**config.mk**
```make
export PLATFORM = sky130hd
export DESIGN_NAME = uart_rx_frame_check
export DESIGN_NICKNAME = d
export VERILOG_FILES = /design/src/rtl/uart_rx_frame_check.sv
export SDC_FILE = /design/constraint.sdc
export NUM_CORES = 1
export LEC_CHECK = 0
export CAP_MARGIN = 20
export CORE_ASPECT_RATIO = 2
export CORE_MARGIN = 4
export CORE_UTILIZATION = 45
export DETAILED_ROUTE_END_ITERATION = 10
export DONT_BUFFER_PORTS = 1
export GPL_TIMING_DRIVEN = 0
export HOLD_SLACK_MARGIN = 0.15
export SYNTH_ARGS = -nofsm -noshare
export SYNTH_HDL_FRONTEND = slang
export SYNTH_SLANG_ARGS = --single-unit
```
**constraint.sdc**
```tcl
create_clock -name clk -period 3.6 [get_ports clk]
set_input_delay 0.36 -clock clk [delete_from_list [all_inputs] [get_ports clk]]
set_output_delay 0.36 -clock clk [all_outputs]
set_load 0.05 [all_outputs]
```
**src/rtl/uart_rx_frame_check.sv**
```systemverilog
// Receive-side frame checker: masks the captured character to the active length, checks
// parity and stop bit, and keeps sticky flags plus saturating error counters.
module uart_rx_frame_check #(
  parameter int unsigned DATA_WIDTH = 8,
  parameter int unsigned CNT_WIDTH  = 8
) (
  input  logic                  clk,
  input  logic                  reset,
  input  logic                  enable,
  input  logic                  load,
  input  logic [DATA_WIDTH-1:0] data_in,
  input  logic                  parity_bit,
  input  logic                  stop_bit,
  input  logic [3:0]            data_len,
  input  logic                  parity_en,
  input  logic [1:0]            parity_type,
  input  logic                  clear_stats,
  output logic                  result_valid,
  output logic [DATA_WIDTH-1:0] data_out,
  output logic                  parity_error,
  output logic                  frame_error,
  output logic                  parity_sticky,
  output logic                  frame_sticky,
  output logic [CNT_WIDTH-1:0]  parity_err_cnt,
  output logic [CNT_WIDTH-1:0]  frame_err_cnt
);

  localparam logic [3:0]           MinLen = 4'd5;
  localparam logic [3:0]           MaxLen = 4'(DATA_WIDTH);
  localparam logic [CNT_WIDTH-1:0] CntOne = CNT_WIDTH'(1);

  logic                  accept;
  logic [3:0]            eff_len;
  logic [DATA_WIDTH-1:0] masked;
  logic                  exp_par;
  logic                  par_err;
  logic                  frm_err;

  logic                  valid_q, valid_d;
  logic [DATA_WIDTH-1:0] data_q, data_d;
  logic                  par_err_q, par_err_d;
  logic                  frm_err_q, frm_err_d;
  logic                  par_sticky_q, par_sticky_d;
  logic                  frm_sticky_q, frm_sticky_d;
  logic [CNT_WIDTH-1:0]  par_cnt_q, par_cnt_d;
  logic [CNT_WIDTH-1:0]  frm_cnt_q, frm_cnt_d;

  assign accept = load & enable;

  // Character check: out-of-range lengths fall back to the full width.
  always_comb begin
    eff_len = data_len;
    if (data_len < MinLen || data_len > MaxLen) begin
      eff_len = MaxLen;
    end
    masked = '0;
    for (int i = 0; i < int'(DATA_WIDTH); i++) begin
      if (4'(i) < eff_len) begin
        masked[i] = data_in[i];
      end
    end
    case (parity_type)
      2'b00:   exp_par = ^masked;
      2'b01:   exp_par = ~^masked;
      2'b10:   exp_par = 1'b1;
      default: exp_par = 1'b0;
    endcase
    par_err = parity_en & (parity_bit != exp_par);
    frm_err = ~stop_bit;
  end

  always_comb begin
    valid_d      = accept;
    data_d       = data_q;
    par_err_d    = par_err_q;
    frm_err_d    = frm_err_q;
    par_sticky_d = par_sticky_q;
    frm_sticky_d = frm_sticky_q;
    par_cnt_d    = par_cnt_q;
    frm_cnt_d    = frm_cnt_q;
    if (accept) begin
      data_d    = masked;
      par_err_d = par_err;
      frm_err_d = frm_err;
    end
    // Clear wins over a simultaneous load's statistics, not over its result.
    if (clear_stats) begin
      par_sticky_d = 1'b0;
      frm_sticky_d = 1'b0;
      par_cnt_d    = '0;
      frm_cnt_d    = '0;
    end else if (accept) begin
      if (par_err) begin
        par_sticky_d = 1'b1;
        if (par_cnt_q != '1) par_cnt_d = par_cnt_q + CntOne;
      end
      if (frm_err) begin
        frm_sticky_d = 1'b1;
        if (frm_cnt_q != '1) frm_cnt_d = frm_cnt_q + CntOne;
      end
    end
  end

  always_ff @(posedge clk) begin
    if (reset) begin
      valid_q      <= 1'b0;
      data_q       <= '0;
      par_err_q    <= 1'b0;
      frm_err_q    <= 1'b0;
      par_sticky_q <= 1'b0;
      frm_sticky_q <= 1'b0;
      par_cnt_q    <= '0;
      frm_cnt_q    <= '0;
    end else begin
      valid_q      <= valid_d;
      data_q       <= data_d;
      par_err_q    <= par_err_d;
      frm_err_q    <= frm_err_d;
      par_sticky_q <= par_sticky_d;
      frm_sticky_q <= frm_sticky_d;
      par_cnt_q    <= par_cnt_d;
      frm_cnt_q    <= frm_cnt_d;
    end
  end

  assign result_valid   = valid_q;
  assign data_out       = data_q;
  assign parity_error   = par_err_q;
  assign frame_error    = frm_err_q;
  assign parity_sticky  = par_sticky_q;
  assign frame_sticky   = frm_sticky_q;
  assign parity_err_cnt = par_cnt_q;
  assign frame_err_cnt  = frm_cnt_q;

endmodule

```
; ---- After elaboration in Yosys (flattened, before gate mapping)
; Cells that the tools add are included.
[word_totals]
word_cells = 47
out_inout_bits = 29
register_bits = 29
[classes]
magnitude_cmp = 10
eq_ne = 5
n_mux = 10
n_reduce_logical = 9
n_addsub = 2
n_bitwise = 3
[op_table]
columns = op, count
row1 = $add 8x1->8 const B, 2
row2 = $lt 3x4->1 const A, 4
row3 = $ne 8x8->1 const B, 2
row4 = $lt 1x4->1 const A, 2
row5 = $lt 2x4->1 const A, 2
row6 = $mux 1, 8
row7 = $reduce_xnor 8->1, 1
row8 = $reduce_xor 8->1, 1
row9 = $reduce_and 3->1, 2
row10 = $gt 4x4->1 const B, 1
row11 = $lt 4x3->1 const B, 1
row12 = $mux 4, 1
row13 = $reduce_and 2->1, 2
row14 = $pmux 1 s3, 1
row15 = $and 1x1->1, 2
row16 = $eq 2x1->1 const B, 1
row17 = $eq 2x2->1 const B, 1
row18 = $logic_not 2->1, 1
row19 = $reduce_or 2->1, 1
row20 = $logic_or 1x1->1, 1
row21 = $ne 1x1->1, 1
row22 = $not 1->1, 1

; ---- Depth between registers and ports, before layout
[logic_depth]
word_depth = 10
mapped_depth = 8

; ---- Least setup slack after synthesis
; Ideal clock, no wire load.
[synth_path]
path_type = register to register
start = reg frm_cnt_q[0] (netlist: frame_err_cnt[0])
end = reg frm_cnt_q[7] (netlist: frame_err_cnt[7])
t_required_ns = 3.472
t_arrival_ns = 1.992
slack_ns = 1.480
stages_incl_launch_ff = 8
cell_sequence = dfxtp_1 > ha_1 > and3_1 > a311oi_2 > and4_1 > nand3_1 > xor2_1 > nor2_1
[synth_between]
elab_chain_len = 2
[synth_rtl]
columns = element, line_no
row1 = start: declaration, 46  ; logic [CNT_WIDTH-1:0] frm_cnt_q, frm_cnt_d;
row2 = start signal: assignment, 122  ; frm_cnt_q <= frm_cnt_d;
row3 = "parallel branches: the longest is 2 deep, another holds $add 8x1->8", --
; Parallel ways; which one is timed is not known.
; A chain may end at the register's enable or synchronous reset.

; ---- Final worst setup path
[layout_path]
start = reg frm_cnt_q[0] (netlist: frame_err_cnt[0])
end = reg frm_cnt_q[5] (netlist: frame_err_cnt[5])
; The elaborated chain is that of the path after synthesis.

==> reports/qor.yml <==
outcome: "finished, final reports clean"
fillers: 321
ys_warn_count: 0
place_worst_setup_slack_ps: 1288
vias: 1209
grt_pass1_vias: 1254
die_w_um: 48.50
drv_cap: 0
worst-path-max-fanout: 6
final_common_cell: "nand2_1"
dp_hpwl_um: 2675
rows: 29
antenna_found_initial: 0
slowest_delay_ps: 500
drv_slew: 0
synth_nets: 195
grt_most_used_layer: "met2"
drt-vias-per-instance: 5.730
min_period_ps: 2316
grt_util_met1_pct: 13.81
crit_chain: "ha_1 -> and3_1 -> a311oi_2 -> and4_1 -> nand3_1 -> xor2_1 -> nor2_1"
grt_max_degree: 11
grt_pass1_wl_um: 5388
finalSetupViolCount: 0
slew_headroom_pct: 59.02
path_class: "flip-flop to flip-flop"
critical_path_arrival_ps: 2470
placed_cells: 202
antenna_cells: 0
drt-total-wl_um: 3341
rr_worst_depth: 7
layoutNonFillerInstCount: 211
max_freq_mhz: 431.8
ios: 51
ys_ff_latch: 29
ys_seq_area_share_pct: 39.32
dieHeight_um: 89.01
ant_nets: 0
cts_num_sinks: 29
synth.avg_cell_area_um2: 8.634
synth_area_um2: 1476
port-buffer-count: 0
drt_pass1_iterations: 4
hold_viol: 0
die_area_um2: 4317
drive_above_1_share_pct: 9.444
async_flop_share_pct: 0
grt_setup_unrepaired: "false"
drc_errors: 0
path_clk_slew_ps: 60
fin_nets: 203
critPathTopFamily: "simple AND/OR/NAND/NOR gates"
clockBufferDepth: 2
start_util_pct: 46.77
finalSetupTns_ps: 0
core-area_um2: 3157
cpMaxStageDelayCell: "dfxtp_1"
ctsHtreeMaxLevel: 2
critical_path_cell_count: 7
post_cts_resized: 0
hold_depth: 2
synth_edf_count: 0
skew_ps: 5.394
cp-end-kind: "flip-flop"
p_leak_uw: 0.0006818
cts_made_buffers: 5
crit_path_start_kind: "flip-flop"
cp_num_buf_inv: 0
holdCritPathClass: "input port to flip-flop"
yosys.cell_types.count: 37
globalplace.congestion: 0.7977
drtIter0Drc: 7
tritoncts: "built"
final_cell_mix: "31 x nand2_1, 29 x dfxtp_1, 20 x nor2_1, 10 x a21oi_1, 9 x xor2_1"
area_growth_pct: 11.19
timing.hold.ws_ps: 210.2
cts-root-buf: "clkbuf_8"
use_met3_pct: 6.678
p_total_uw: 788.6
worst_slew_pin_slew_ps: 613.8
overflow: 0
timing.final.crit_share_pct: 64.33
wl_per_cell_um: 15.83
worst_slack_ps: 1284
synthCells: 171
ir_drop_uv: 357.2
grt.total_usage_pct: 15.76
ys.flop_type: "dfxtp_1"
cp.required_ps: 3750
power_density_nw_per_um2: 480.4
grt_use_met2_pct: 29.52
clkLatencyLatePin_ps: 280
what timing repair did:
item,in CTS,in global routing
buffers inserted,0,0
endpoints found under the hold margin,1,0
hold buffers,1,0
metrics by stage:
stage / area [µm²] / utilization (%)
floorplan: 1476 / -
global placement: 1515 / 48.00
detailed placement: 1515 / 48.00
CTS: 1642 / 52.00
global route: 1642 / 52.00
finish: 1642 / 52.00
kinds of logic after synthesis:
kind of cell,synth area share [%]
AOI/OAI and AO/OA,13.90
xor gates and xnor gates,11.02
adders and majority gates,1.695
buffers and inverters,2.034
DFF,39.32
muxes,4.746
and+or+nand+nor,27.29
cell usage after synthesis, types with 2 or more instances:
cell	number	area, µm²
nand2_1	31	116.4
mux2i_1	7	70.07
nor2_1	20	75.07
or3_1	4	25.02
ha_1	2	25.02
xor2_1	9	78.83
o211ai_1	2	15.01
and2_1	3	18.77
a21oi_2	2	17.52
a21oi_1	10	50.05
o21ai_1	6	30.03
nand3_1	6	30.03
xnor2_1	4	35.03
and3_1	7	43.79
nand4_1	2	12.51
inv_1	2	7.510
dfxtp_1	29	580.6
clkbuf_1	6	22.52
routing by layer:
layer  part of all wire, %  vias up
met5                     0        -
met4                   3.2        0
met3                   7.6       10
met2                    54       39
met1                    35      552
li1                      -      608
final timing paths:
| check | start | endpoint | slack (ps) |
|---|---|---|---|
| setup / recovery | frame_err_cnt[0] | frame_err_cnt[5] | 1280 |
| hold / removal | data_in[3] | data_out[3] | 210 |
| setup reg to reg | frame_err_cnt[0] | frame_err_cnt[5] | 1280 |
| hold reg to reg | data_out[0] | data_out[0] | 700 |
worst register-to-register path: stages, from the launching register on:
cell and delay, ps:
dfxtp_1 500, ha_1 310, and3_1 220, a311oi_2 500, and4_1 330, nand3_1 110
xor2_1 170, nor2_1 50
flip-flops by register name (all words and copies together) (netlist names):
name            flops
parity_sticky       1
result_valid        1
frame_error         1
data_out            8
parity_err_cnt      8
frame_err_cnt       8
parity_error        1
frame_sticky        1
layout make-up:
cell class                      count  area, µm²  share of cell area, %
Tap cell                           31      38.79                  2.363
Multi-Input combinational cell    134      865.8                  52.74
Sequential cell                    29      580.6                  35.37
Inverter                            2      7.507                 0.4573
Clock inverter                      1      30.03                  1.829
Buffer                              6      22.52                  1.372
Clock buffer                        7      86.33                  5.259
Timing Repair Buffer                1      10.01                 0.6098
where the power goes:
part / internal (µW) / total (µW) / switching [µW] / leakage, µW
Clock: 225 / 345 / 120 / 0.0000585
Sequential: 328 / 355 / 27.7 / 0.000235
Combinational: 41.3 / 88.4 / 47.0 / 0.000388
No activity file was read; power rests on OpenSTA's default activity.
